[src/rtl/jk_bank_driver_pkg.sv]
// Shared definitions for the JK bank driver: command/state encodings and
// the per-bit excitation rule used to move a JK flop from Q toward T.
package jk_bank_driver_pkg;

  typedef enum logic [1:0] {
    OP_LOAD   = 2'b00,
    OP_CLEAR  = 2'b01,
    OP_PRESET = 2'b10,
    OP_TOGGLE = 2'b11
  } op_e;

  typedef enum logic [1:0] {
    ST_IDLE  = 2'b00,
    ST_DRIVE = 2'b01,
    ST_CHECK = 2'b10,
    ST_FIN   = 2'b11
  } state_e;

  // Returns {J,K}; a bit already at its target is left alone (hold).
  function automatic logic [1:0] jk_excite(input logic q,
                                           input logic t,
                                           input logic use_toggle);
    logic [1:0] jk;
    if (q == t) begin
      jk = 2'b00;
    end else if (use_toggle) begin
      jk = 2'b11;
    end else if (t) begin
      jk = 2'b10;
    end else begin
      jk = 2'b01;
    end
    return jk;
  endfunction

endpackage

[src/rtl/jk_bank_driver_excite_bit.sv]
// Combinational excitation cell for one flop of the bank.
module jk_excite_bit
  import jk_bank_driver_pkg::*;
(
  input  logic q_i,
  input  logic t_i,
  input  logic use_toggle_i,
  output logic j_o,
  output logic k_o
);

  logic [1:0] jk;

  assign jk  = jk_excite(q_i, t_i, use_toggle_i);
  assign j_o = jk[1];
  assign k_o = jk[0];

endmodule

[src/rtl/jk_bank_driver.sv]
// Command-driven J/K/ClrN/PreN generator: accepts a command, drives one
// excitation cycle, checks the bank against the expected value and retries.
module jk_bank_driver
  import jk_bank_driver_pkg::*;
#(
  parameter int WIDTH      = 4,
  parameter int MAX_RETRY  = 2,
  parameter int USE_TOGGLE = 0
) (
  input  logic             CLK,
  input  logic             Rst,
  input  logic             CmdValid,
  output logic             CmdReady,
  input  logic [1:0]       CmdOp,
  input  logic [WIDTH-1:0] CmdTgt,
  input  logic [WIDTH-1:0] Q,
  output logic [WIDTH-1:0] J,
  output logic [WIDTH-1:0] K,
  output logic             ClrN,
  output logic             PreN,
  output logic             Done,
  output logic             Err
);

  localparam logic [2:0] RETRY_LIMIT = 3'(MAX_RETRY);
  localparam logic       USE_TGL     = (USE_TOGGLE != 0);

  state_e           state_q, state_d;
  op_e              op_q, op_d;
  logic [WIDTH-1:0] exp_q, exp_d;
  logic [2:0]       retry_q, retry_d;
  logic             err_q, err_d;

  logic [WIDTH-1:0] exJ, exK;

  // Excitation always targets the expected value from the live bank Q,
  // so a retry automatically recomputes only the bits still wrong.
  for (genvar i = 0; i < WIDTH; i++) begin : g_excite
    jk_excite_bit u_bit (
      .q_i         (Q[i]),
      .t_i         (exp_q[i]),
      .use_toggle_i(USE_TGL),
      .j_o         (exJ[i]),
      .k_o         (exK[i])
    );
  end

  always_ff @(posedge CLK) begin
    if (Rst) begin
      state_q <= ST_IDLE;
      op_q    <= OP_LOAD;
      exp_q   <= '0;
      retry_q <= 3'd0;
      err_q   <= 1'b0;
    end else begin
      state_q <= state_d;
      op_q    <= op_d;
      exp_q   <= exp_d;
      retry_q <= retry_d;
      err_q   <= err_d;
    end
  end

  always_comb begin
    state_d = state_q;
    op_d    = op_q;
    exp_d   = exp_q;
    retry_d = retry_q;
    err_d   = err_q;
    unique case (state_q)
      ST_IDLE: begin
        if (CmdValid) begin
          op_d    = op_e'(CmdOp);
          retry_d = 3'd0;
          err_d   = 1'b0;
          state_d = ST_DRIVE;
          unique case (op_e'(CmdOp))
            OP_LOAD:   exp_d = CmdTgt;
            OP_CLEAR:  exp_d = '0;
            OP_PRESET: exp_d = '1;
            OP_TOGGLE: exp_d = ~Q;
            default:   exp_d = CmdTgt;
          endcase
        end
      end
      ST_DRIVE: begin
        state_d = ST_CHECK;
      end
      ST_CHECK: begin
        if (Q == exp_q) begin
          err_d   = 1'b0;
          state_d = ST_FIN;
        end else if (retry_q < RETRY_LIMIT) begin
          retry_d = retry_q + 3'd1;
          state_d = ST_DRIVE;
        end else begin
          err_d   = 1'b1;
          state_d = ST_FIN;
        end
      end
      ST_FIN: begin
        state_d = ST_IDLE;
      end
      default: begin
        state_d = ST_IDLE;
      end
    endcase
  end

  // Clear and preset only occur in their own DRIVE cycles with J=K=0,
  // so the strobes can never overlap or combine with a toggle.
  always_comb begin
    CmdReady = 1'b0;
    J        = '0;
    K        = '0;
    ClrN     = 1'b1;
    PreN     = 1'b1;
    Done     = 1'b0;
    Err      = 1'b0;
    unique case (state_q)
      ST_IDLE: begin
        CmdReady = !Rst;
      end
      ST_DRIVE: begin
        unique case (op_q)
          OP_LOAD: begin
            J = exJ;
            K = exK;
          end
          OP_CLEAR:  ClrN = 1'b0;
          OP_PRESET: PreN = 1'b0;
          OP_TOGGLE: begin
            if (retry_q == 3'd0) begin
              J = '1;
              K = '1;
            end else begin
              J = exJ;
              K = exK;
            end
          end
          default: begin
            J = '0;
            K = '0;
          end
        endcase
      end
      ST_CHECK: begin
        CmdReady = 1'b0;
      end
      ST_FIN: begin
        Done = 1'b1;
        Err  = err_q;
      end
      default: begin
        CmdReady = 1'b0;
      end
    endcase
  end

endmodule

[config.mk]
export PLATFORM = sky130hd
export DESIGN_NAME = jk_bank_driver
export DESIGN_NICKNAME = d
export VERILOG_FILES = /design/src/rtl/jk_bank_driver_pkg.sv /design/src/rtl/jk_bank_driver_excite_bit.sv /design/src/rtl/jk_bank_driver.sv
export SDC_FILE = /design/constraint.sdc
export NUM_CORES = 1
export LEC_CHECK = 0
export ABC_AREA = 1
export CAP_MARGIN = 20
export CORE_ASPECT_RATIO = 0.9
export CORE_MARGIN = 8
export CORE_UTILIZATION = 38
export CTS_BUF_LIST = sky130_fd_sc_hd__clkbuf_16
export CTS_CLUSTER_DIAMETER = 30
export DETAILED_ROUTE_END_ITERATION = 7
export PLACE_DENSITY = 0.76
export REMOVE_ABC_BUFFERS = 1
export SYNTH_ARGS = -nofsm -noshare
export SYNTH_HDL_FRONTEND = slang
export SYNTH_SLANG_ARGS = --single-unit
[constraint.sdc]
create_clock -name CLK -period 2 [get_ports CLK]
set_clock_uncertainty 0.2 [all_clocks]
set_input_delay 0.4 -clock CLK [delete_from_list [all_inputs] [get_ports CLK]]
set_output_delay 0.4 -clock CLK [all_outputs]
set_load 0.005 [all_outputs]
# Word-level counts from Yosys, hierarchy flattened
# Cells that the tools add are included.
# totals
latch_bits,0
mem_bits_ro,0
in_bits,13
ram_bits,0
elab_cells,69
ff_bits,12
memories,0
# classes
n_bitwise,1
n_eq_ne,18
mux,34
multipliers,0
div_mod_pow,0
n_reduce_logical,9
n_lt_le_gt_ge,1
n_addsub,1
n_shift,0
# ops
operator,count
$mux 2,11
$mux 4,4
$pmux 4 s2,2
$pmux 4 s4,1
$eq 2x2->1 const B,6
$mux 1,10
$mux 3,3
$pmux 2 s4,1
$eq 2x1->1 const B,3
$logic_not 2->1,3
$ne 2x2->1 const B,3
$pmux 3 s2,1
$eq 1x1->1,4
$eq 4x4->1,1
$not 4->4,1
$reduce_and 4->1,1
$add 3x1->3 const B,1
$logic_not 3->1,1
$lt 3x2->1 const B,1
$ne 3x3->1 const B,1
$reduce_and 3->1,1
$pmux 1 s2,1
$reduce_and 2->1,1
$reduce_bool 2->1,1
$logic_not 1->1,1

# Logic depth before layout (Yosys ltp)
# Gate-level depths: netlist (run 1).
# depth
word_depth,5
mapped_depth,9

# By module
# Synthesis (run 1) repeated with hierarchy kept, for this count alone.
# unflattened
hier_cells,171
hier_area_um2,994.7
# modules_own_cells
mod,cells_each,n_inst,area_per_inst_um2
jk_bank_driver,135,1,859.6
jk_excite_bit,9,4,33.8

# Worst setup path after synthesis (run 1)
# Ideal clock, no wire load.
# synth_path
kind,register to output
start,reg op_q[0]
end,out J[0]
stages_incl_launch_ff,6
arrival_time_ps,1052
slack_ps,348
t_required_ps,1400
path_cell_list,dfxtp_1 -> inv_1 -> ha_1 -> nor2_1 -> nand2_2 -> a21oi_1
# synth_via
elab_chain_len,3
elab_cells_between_ends,4
# synth_lines
item,line,rtl
from (decl),jk_bank_driver.sv:29,"op_e op_q, op_d;"
from (signal assigned),jk_bank_driver.sv:57,op_q <= op_d;
$eq 2x2->1 / $logic_not 2->1 (equally long branches),jk_bank_driver.sv:125,unique case (op_q)
$pmux 4 s2 *,jk_bank_driver.sv:125,
$mux 4 *,jk_bank_driver.sv:120,unique case (state_q)
to (decl),jk_bank_driver.sv:17,"output logic [WIDTH-1:0] J,"
# Every way passes the cells marked *; elsewhere a longest branch is shown, timed or not.

# Final worst setup path (run 1)
# layout_path
start,reg op_q[1]
end,out K[3]
# layout_via
elab_chain_len,3
elab_cells_between_ends,4
# layout_lines
item,line,rtl
$eq 2x2->1 / $logic_not 2->1 (equally long branches),jk_bank_driver.sv:125,
$pmux 4 s2 *,jk_bank_driver.sv:125,
$mux 4 *,jk_bank_driver.sv:120,
to (decl),jk_bank_driver.sv:18,"output logic [WIDTH-1:0] K,"
# Marked as above.

==> run metrics, run 1 <==
Layout area overhead 58.1%; area share of the largest cell type after synthesis 25.8%; period utilisation layout 104%; vias in the first global route 955; Ports 26; drt drc 0; hold_buf cts 0; post-detail-place hpwl 1970 µm; Max Root-Sink Buffers 2; synthesized area 932 µm²; outcome complete, but fails checks; Top delay family on crit path flip-flops; final hold viol count 0; initial antenna violation count 0; Lkg Pwr 0.751 nW; layout cell share with drive strength beyond 1 29.3%; clock-pin slew on the worst setup and hold paths 0.04 ns; full die area 4300 µm²; Max-cap violations 0; post-route design area 1470 µm²; gpl congestion 0.773; 1st-iter DRT viols 50; most common cell after layout, fill and taps aside nor2_1; largest net degree at the start of global routing 11; Final Max Slew Viols 0; Synth area leaders dfxtp_1 26%, ha_1 19%, nor2_1 12%; WL final 2840 µm; CTS tree done; CP max FO 5; kind of critical path reg -> out; routed vias 1028; register area share after synthesis 25.8%; HP Class reg -> reg; core box area 2380 µm²; CTS root buf clkbuf_16; most frequent cells in the layout 28 x nor2_1, 26 x inv_1, 16 x nand2_1; post-synth cell types 17; ANT cells 0; clk sinks 12; slowest CP cell dfxtp_2; die width 68.2 µm; DIE HEIGHT 63.0 µm; later-pin clock latency in the skew report 0.24 ns; top cell type by total area after synthesis dfxtp_1; post-layout util 61.9%; count of final setup violators 8; RSZ-0062 raised after global routing true; worst slew pin tran 0.369 ns; nets 216; WHS 0.277 ns; synthesized area per cell 6.56 µm²; Pwr Density 622 nW/µm²; worst slack at placement -0.354 ns; Routed WL per cell 13.2 µm; crit path time final 2.07 ns; CP Capture Type output port; Post-DP Area 1310 µm²; Syn Inst Count 142; grt ovf 0; Initial Util 39.1%; gr usage total 12.7%; drt pass-1 iters 4; cts bufs inserted 3; failing checks negative setup slack; max incr delay on CP 0.35 ns; Worst EP required 1.40 ns; CP Cell Sequence inv_2 > ha_4 > nor2_4 > nand2_4 > buf_6 > a21oi_2 > buf_2; R2R Setup Slk 0.55 ns; FF+latch count, synth 12; setup ws final -0.0747 ns; Filler Cell Count 207; FMAX 482 MHz; VDD IR max 0.000452 V; maximum level of the CTS H-tree 1; vias per cell 4.76; global-route wire length before repair 4170 µm; Worst slew margin 75.3%; port bufs 25; Synth Warn # 0; worst path bufs/invs 3; Worst Path Arrival 1.47 ns; Final ANT Viol Nets 0; startpoint types register; Row Count 17
[Yosys cell counts (all sizes together)]
library cell and count:
a21oi 13, buf 2, dfxtp 12, ha 14, inv 32, nand2 20, nand3 8, nor2 33
o211ai 1, o21ai 7
[report_power, final]
| group | switching [mW] | internal [mW] | total (mW) |
|---|---|---|---|
| logic | 0.142 | 0.129 | 0.270 |
| clock network | 0.110 | 0.264 | 0.374 |
| registers | 0.0121 | 0.260 | 0.272 |
[registers in the layout, indices dropped and copies added (netlist names)]
name / flops
op_q: 2
state_q: 2
err_q: 1
retry_q: 3
exp_q: 4
[tightest hold or removal path: cells and delay by family (launching register included)]
kind | cells | cell delay (ns)
DFF | 1 | 0.32
and+or+nand+nor | 2 | 0.13
[cells by family (layout without fill, tap and decap cells)]
group                    count (synthesis)  after routing  synth area share (%)
adder cells (fa/ha/maj)                 14             14                  18.8
flip-flops                              12             12                  25.8
buffers and inverters                   34             80                  13.8
AO/OA/AOI/OAI                           21             21                  11.5
AND/OR/NAND/NOR                         61             61                  30.1
[final timing paths]
path | start | to | cells after the start
min | err_q$_SDFFE_PP0P_ | err_q$_SDFFE_PP0P_ | 2
min reg2reg | err_q$_SDFFE_PP0P_ | err_q$_SDFFE_PP0P_ | 2
max reg2reg | exp_q[2]$_SDFFE_PP0P_ | retry_q[0]$_SDFFE_PP0P_ | 8
max | op_q[1]$_SDFFE_PP0P_ | K[3] | 7
[metrics by stage]
| stage | instances | setup TNS, ns | total power, mW |
|---|---|---|---|
| after global placement | 207 | -2.49 | 0.496 |
| after floorplan | 140 | 0 | 0.397 |
| final | 216 | -0.361 | 0.916 |
| after global routing | 216 | -0.697 | 0.959 |
| after detailed placement | 207 | -2.99 | 0.505 |
| after CTS | 215 | -0.317 | 0.904 |
[what timing repair did]
action,CTS,global route
cloned,0,0
buffers inserted,4,1
resized for setup,48,9
pin swaps,2,0
setup endpoints to repair,11,9
[per-layer routing]
metal	GRT usage [%]	vias to the layer above	wire, µm
li1	-	522	-
met1	13.1	455	1090
met2	22.4	47	1480
met3	3.05	4	238
met4	6.39	0	29
met5	0	-	0
[layout make-up]
cell class | instances | area [µm²] | area share, %
sequential | 12 | 243 | 16.5
clock buffer | 3 | 75.1 | 5.09
inverter | 32 | 120 | 8.15
timing repair buffer | 44 | 370 | 25.1
multi-input combinational | 96 | 627 | 42.5
tap | 28 | 35.0 | 2.38
clock inverter | 1 | 3.75 | 0.255
Note: power is estimated with default switching activity, not from simulation.
==> run 2, diff against run 1 <==
--- a/config.mk
+++ b/config.mk
@@ -8,7 +8,7 @@
 export ABC_AREA = 1
 export CAP_MARGIN = 20
 export CORE_ASPECT_RATIO = 0.9
-export CORE_MARGIN = 8
+export CORE_MARGIN = 2
 export CORE_UTILIZATION = 38
 export CTS_BUF_LIST = sky130_fd_sc_hd__clkbuf_16
 export CTS_CLUSTER_DIAMETER = 30
==> run 2 against run 1 <==
Against the previous run:
- largest cell class unchanged
- critical path type unchanged
- hold slack worse by 0.0076 ns
- first-iteration DRC count down 64%
- sequential share of layout area rose by 0.23 points
- critical path depth is the same
- combinational power down 3%
- fmax rose by 1.3%
- cell count decreased by 1.4%
- the run still ends with negative setup slack left
==> run metrics, run 2 (synthesis gave the netlist of run 1 again) <==
FMAX 488 MHz (was 482 MHz); largest registers exp_q (4), retry_q (3) (unchanged); grt ovf 0 (unchanged); die width 56.2 µm (was 68.2 µm); drt pass-1 iters 4 (unchanged); count of final setup violators 6 (was 8); Initial Util 39.1% (unchanged); max reg flops 4 (unchanged); largest net degree at the start of global routing 11 (unchanged); DIE HEIGHT 51.0 µm (was 63.0 µm); Ports 26 (unchanged); Worst slew margin 75.1% (was 75.3%); Final Max Slew Viols 0 (unchanged); Overall Power 0.906 mW (was 0.916 mW); period utilisation layout 102% (was 104%); final hold viol count 0 (unchanged); Row Count 17 (unchanged); global-route wire length before repair 4220 µm (was 4170 µm); routed vias 991 (was 1028); CP max FO 5 (unchanged); post-layout util 61.0% (was 61.9%); WL final 2430 µm (was 2840 µm); layout cell share with drive strength beyond 1 29.2% (was 29.3%); cts bufs inserted 3 (unchanged); gr usage total 19.2% (was 12.7%); Worst Path Arrival 1.45 ns (was 1.47 ns); core box area 2380 µm² (unchanged); R2R Setup Slk 0.55 ns (about the same); initial antenna violation count 0 (unchanged); failing checks negative setup slack (unchanged); startpoint types register (unchanged); RSZ-0062 raised after global routing true (unchanged); CP Capture Type output port (unchanged); register name with the most flops exp_q (unchanged); gpl congestion 0.804 (was 0.773); ANT cells 0 (unchanged); Max-cap violations 0 (unchanged); kind of critical path reg -> out (unchanged); crit path time final 2.05 ns (was 2.07 ns); post-detail-place hpwl 1710 µm (was 1970 µm); clk sinks 12 (unchanged); setup ws final -0.0472 ns (was -0.0747 ns); worst slew pin tran 0.372 ns (was 0.369 ns); drt drc 0 (unchanged); Max Root-Sink Buffers 2 (unchanged); later-pin clock latency in the skew report 0.24 ns (about the same); VDD IR max 0.000491 V (was 0.000452 V); nets 214 (was 216); clock-pin slew on the worst setup and hold paths 0.04 ns (about the same); Lkg Pwr 0.719 nW (was 0.751 nW); HP Class reg -> reg (unchanged); vias in the first global route 1028 (was 955); Pwr Density 623 nW/µm² (was 622 nW/µm²); Routed WL per cell 11.4 µm (was 13.2 µm); most common cell after layout, fill and taps aside nor2_1 (unchanged); Layout area overhead 56.0% (was 58.1%); CTS root buf clkbuf_16 (unchanged); most frequent cells in the layout 28 x nor2_1, 26 x inv_1, 16 x nand2_1 (unchanged); hold_buf cts 0 (unchanged); Worst EP required 1.40 ns (about the same); CTS tree done (unchanged); vias per cell 4.65 (was 4.76); outcome complete, but fails checks (unchanged); maximum level of the CTS H-tree 1 (unchanged); port bufs 25 (unchanged); 1st-iter DRT viols 18 (was 50); full die area 2870 µm² (was 4300 µm²); Final ANT Viol Nets 0 (unchanged)
[run 2: where the power goes]
group          total (mW)  switching, mW  internal [mW]
Sequential          0.272         0.0119          0.260
Combinational       0.263          0.137          0.125
Clock               0.371          0.110          0.261
Total               0.906          0.260          0.647
[run 2: cell type report]
cell class	instances	area, µm²
timing repair buffer	42	353
fill	224	928
clock buffer	3	75.1
tap	28	35.0
sequential	12	243
inverter	32	120
multi-input combinational	96	628
[run 2: per-layer routing]
layer  vias to the layer above  GRT usage, %  part of all wire (%)
li1                        520             -                     -
met1                       447          20.9                    45
met2                        22          34.3                    48
met3                         2          6.84                   6.3
met4                         0          7.14                  0.78
met5                         -             0                     0
[run 2: repair_timing]
| action | 4_1_cts | 5_1_grt |
|---|---|---|
| resized for setup | 57 | 2 |
| setup buffers | 5 | 0 |
| setup endpoints to repair | 11 | 11 |
| pin swaps | 2 | 0 |
[run 2: final timing paths]
check | startpoint | to | cells after the start
setup reg to reg | exp_q[3]$_SDFFE_PP0P_ | retry_q[1]$_SDFFE_PP0P_ | 8
hold / removal | retry_q[2]$_SDFFE_PP0P_ | retry_q[2]$_SDFFE_PP0P_ | 2
hold reg to reg | retry_q[2]$_SDFFE_PP0P_ | retry_q[2]$_SDFFE_PP0P_ | 2
setup / recovery | op_q[1]$_SDFFE_PP0P_ | J[0] | 7
[run 2: metrics by stage]
stage / hold WS, ns / instances / setup TNS [ns] / setup WS, ns / cell area (µm²)
2_1_floorplan: 0.245 / 140 / 0 / 0.348 / 923
3_3_place_gp: 0.261 / 205 / -2.54 / -0.342 / 1300
3_5_place_dp: 0.266 / 205 / -2.87 / -0.363 / 1300
4_1_cts: 0.273 / 213 / -0.153 / -0.0533 / 1450
5_1_grt: 0.312 / 213 / -0.667 / -0.112 / 1450
6_report: 0.269 / 213 / -0.167 / -0.0472 / 1450
[run 2: worst max-delay path, stage by stage, from the launching register on]
cell and delay (ns):
dfxtp_2 0.34, inv_2 0.06, ha_4 0.24, nor2_4 0.09
nand2_4 0.09, buf_6 0.16, a21oi_4 0.10, buf_2 0.12
==> run 3, diff against run 2 <==
--- a/config.mk
+++ b/config.mk
@@ -8,13 +8,13 @@
 export ABC_AREA = 1
 export CAP_MARGIN = 20
 export CORE_ASPECT_RATIO = 0.9
-export CORE_MARGIN = 2
 export CORE_UTILIZATION = 38
 export CTS_BUF_LIST = sky130_fd_sc_hd__clkbuf_16
 export CTS_CLUSTER_DIAMETER = 30
 export DETAILED_ROUTE_END_ITERATION = 7
 export PLACE_DENSITY = 0.76
 export REMOVE_ABC_BUFFERS = 1
+export SLEW_MARGIN = 25
 export SYNTH_ARGS = -nofsm -noshare
 export SYNTH_HDL_FRONTEND = slang
 export SYNTH_SLANG_ARGS = --single-unit
==> run 3 against run 2 <==
Against the previous run:
- the flow still finishes with violations (negative setup slack)
- design area grew 2.2%
- setup slack lost 0.018 ns
- fmax decreased by 0.85%
- combinational power increased by 3%
==> run metrics, run 3 (synthesis gave the netlist of run 1 again) <==
outcome complete, but fails checks (unchanged); failing checks negative setup slack (unchanged); full die area 2660 µm² (was 2870 µm²); Top delay family on crit path flip-flops (unchanged); post-detail-place hpwl 1770 µm (was 1710 µm); Worst Hold Launch err_q$_SDFFE_PP0P_ (was retry_q[2]$_SDFFE_PP0P_); DIE HEIGHT 49.0 µm (was 51.0 µm); most frequent cells in the layout 26 x inv_1, 26 x nor2_1, 16 x nand2_1 (was 28 x nor2_1, 26 x inv_1, 16 x nand2_1); count of final setup violators 7 (was 6); R2R Setup Slk 0.52 ns (was 0.55 ns); Layout area overhead 59.3% (was 56.0%); clk sinks 12 (unchanged); Pwr Density 614 nW/µm² (was 623 nW/µm²); worst slack at placement -0.349 ns (was -0.363 ns); ANT cells 0 (unchanged); core box area 2240 µm² (was 2380 µm²); max reg flops 4 (unchanged); worst path bufs/invs 3 (unchanged); cts bufs inserted 3 (unchanged); startpoint types register (unchanged); max incr delay on CP 0.35 ns (was 0.34 ns); routed vias 1012 (was 991); initial antenna violation count 0 (unchanged); Initial Util 41.6% (was 39.1%); area occupied by multi-input gates 628 µm² (unchanged); HP Class reg -> reg (unchanged); 1st-iter DRT viols 15 (was 18); vias in the first global route 1031 (was 1028); post-layout util 66.2% (was 61.0%); Worst Hold End err_q$_SDFFE_PP0P_ (was retry_q[2]$_SDFFE_PP0P_); port bufs 25 (unchanged); kind of critical path reg -> out (unchanged); gpl congestion 0.856 (was 0.804); drt drc 0 (unchanged); global-route wire length before repair 4240 µm (was 4220 µm); drt pass-1 iters 4 (unchanged); CTS tree done (unchanged); largest registers exp_q (4), retry_q (3) (unchanged); largest net degree at the start of global routing 11 (unchanged); CP Cell Sequence inv_2 > ha_4 > nor2_4 > nand2_4 > buf_6 > a21oi_2 > buf_2 (was inv_2 > ha_4 > nor2_4 > nand2_4 > buf_6 > a21oi_4 > buf_2); setup TNS -0.281 ns (was -0.167 ns); vias per cell 4.69 (was 4.65); slowest CP cell dfxtp_2 (unchanged); CP max FO 7 (was 5); FMAX 484 MHz (was 488 MHz); gr usage total 21.6% (was 19.2%); Final Max Slew Viols 0 (unchanged); final hold viol count 0 (unchanged); worst slew pin tran 0.337 ns (was 0.372 ns); register name with the most flops exp_q (unchanged); setup ws final -0.0648 ns (was -0.0472 ns); Worst EP required 1.40 ns (about the same); maximum level of the CTS H-tree 1 (unchanged); hold_buf cts 0 (unchanged); Ports 26 (unchanged); VDD IR max 0.000434 V (was 0.000491 V); crit path time final 2.06 ns (was 2.05 ns); Overall Power 0.911 mW (was 0.906 mW); grt ovf 0 (unchanged); Lkg Pwr 0.754 nW (was 0.719 nW); Final ANT Viol Nets 0 (unchanged); CP Capture Type output port (unchanged); CTS root buf clkbuf_16 (unchanged); clock-pin slew on the worst setup and hold paths 0.04 ns (about the same); layout cell share with drive strength beyond 1 32.3% (was 29.2%); WHS Path Cells 2 (unchanged); worst-case reg-to-reg path depth 6 (was 8); Row Count 16 (was 17); Worst Path Arrival 1.46 ns (was 1.45 ns); die width 54.2 µm (was 56.2 µm); Max-cap violations 0 (unchanged); period utilisation layout 103% (was 102%); later-pin clock latency in the skew report 0.24 ns (about the same); R2R Path End retry_q[2]$_SDFFE_PP0P_ (was retry_q[1]$_SDFFE_PP0P_); reg2reg start exp_q[1]$_SDFFE_PP0P_ (was exp_q[3]$_SDFFE_PP0P_); nets 217 (was 214); Routed WL per cell 11.6 µm (was 11.4 µm); Max Root-Sink Buffers 2 (unchanged); Filler Cell Count 208 (was 224); register area 243 µm² (unchanged); Worst slew margin 77.5% (was 75.1%); WL final 2500 µm (was 2430 µm); RSZ-0062 raised after global routing true (unchanged)
-- run 3: cell count changes in the layout (fill, tap and decap cells not counted) --
cell | before | now
a21oi_2 | 7 | 8
a21oi_4 | 1 | 0
buf_4 | 12 | 13
buf_6 | 5 | 7
clkbuf_2 | 0 | 1
clkdlybuf4s50_1 | 14 | 13
clkinv_1 | 0 | 1
dlygate4sd2_1 | 3 | 2
dlymetal6s2s_1 | 0 | 1
ha_1 | 13 | 12
ha_2 | 0 | 1
nor2_1 | 28 | 26
nor2_2 | 3 | 5
-- run 3: how the worst max path moves through the flow --
stage / start / to / slack, ns / depth (start not counted)
finish: op_q[0]$_SDFFE_PP0P_ / K[3] / -0.06 / 7
global route: op_q[0]$_SDFFE_PP0P_ / K[3] / -0.13 / 7
CTS: op_q[0]$_SDFFE_PP0P_ / K[3] / -0.03 / 7
detailed placement: Q[2] / J[2] / -0.35 / 6
global placement: Q[2] / J[2] / -0.29 / 6
floorplan: op_q[0]$_SDFFE_PP0P_ / J[0] / 0.35 / 5
-- run 3: layer usage --
| layer | wire, µm | GRT usage, % | vias up |
|---|---|---|---|
| li1 | - | - | 524 |
| met1 | 1080 | 25.9 | 469 |
| met2 | 1320 | 38.8 | 19 |
| met3 | 100 | 3.12 | 0 |
| met4 | 0 | 5.13 | 0 |
| met5 | 0 | 0 | - |
-- run 3: worst reg2reg max path: cells and delay by family, from the launching register on --
family	cells	cell delay (ns)
adder cells (fa/ha/maj)	1	0.27
AO/OA/AOI/OAI	2	0.24
AND/OR/NAND/NOR	3	0.38
flip-flops	1	0.31
-- run 3: stage by stage --
step / hold WS, ns / area (µm²) / cells
after floorplan: 0.245 / 923 / 140
after global placement: 0.257 / 1310 / 205
after detailed placement: 0.269 / 1310 / 205
after CTS: 0.286 / 1490 / 216
after global routing: 0.326 / 1490 / 216
final: 0.287 / 1490 / 216
-- run 3: layout make-up --
class | count | share of cell area (%)
Clock buffer | 3 | 5.05
Clock inverter | 1 | 0.253
Tap cell | 27 | 2.27
Inverter | 32 | 8.09
Sequential cell | 12 | 16.3
Multi-Input combinational cell | 96 | 42.3
Timing Repair Buffer | 45 | 25.7
-- run 3: repair_timing --
action / 4_1_cts / 5_1_grt
pin swaps: 1 / 0
setup endpoints to repair: 11 / 11
buffers inserted: 7 / 0
resized for setup: 59 / 7
-- run 3: where the power goes --
part / total, mW / internal, mW / switching [mW] / leakage, nW
logic: 0.272 / 0.132 / 0.140 / 0.616
clock network: 0.366 / 0.263 / 0.103 / 0.0385
registers: 0.273 / 0.260 / 0.0131 / 0.0994
total: 0.911 / 0.655 / 0.256 / 0.754
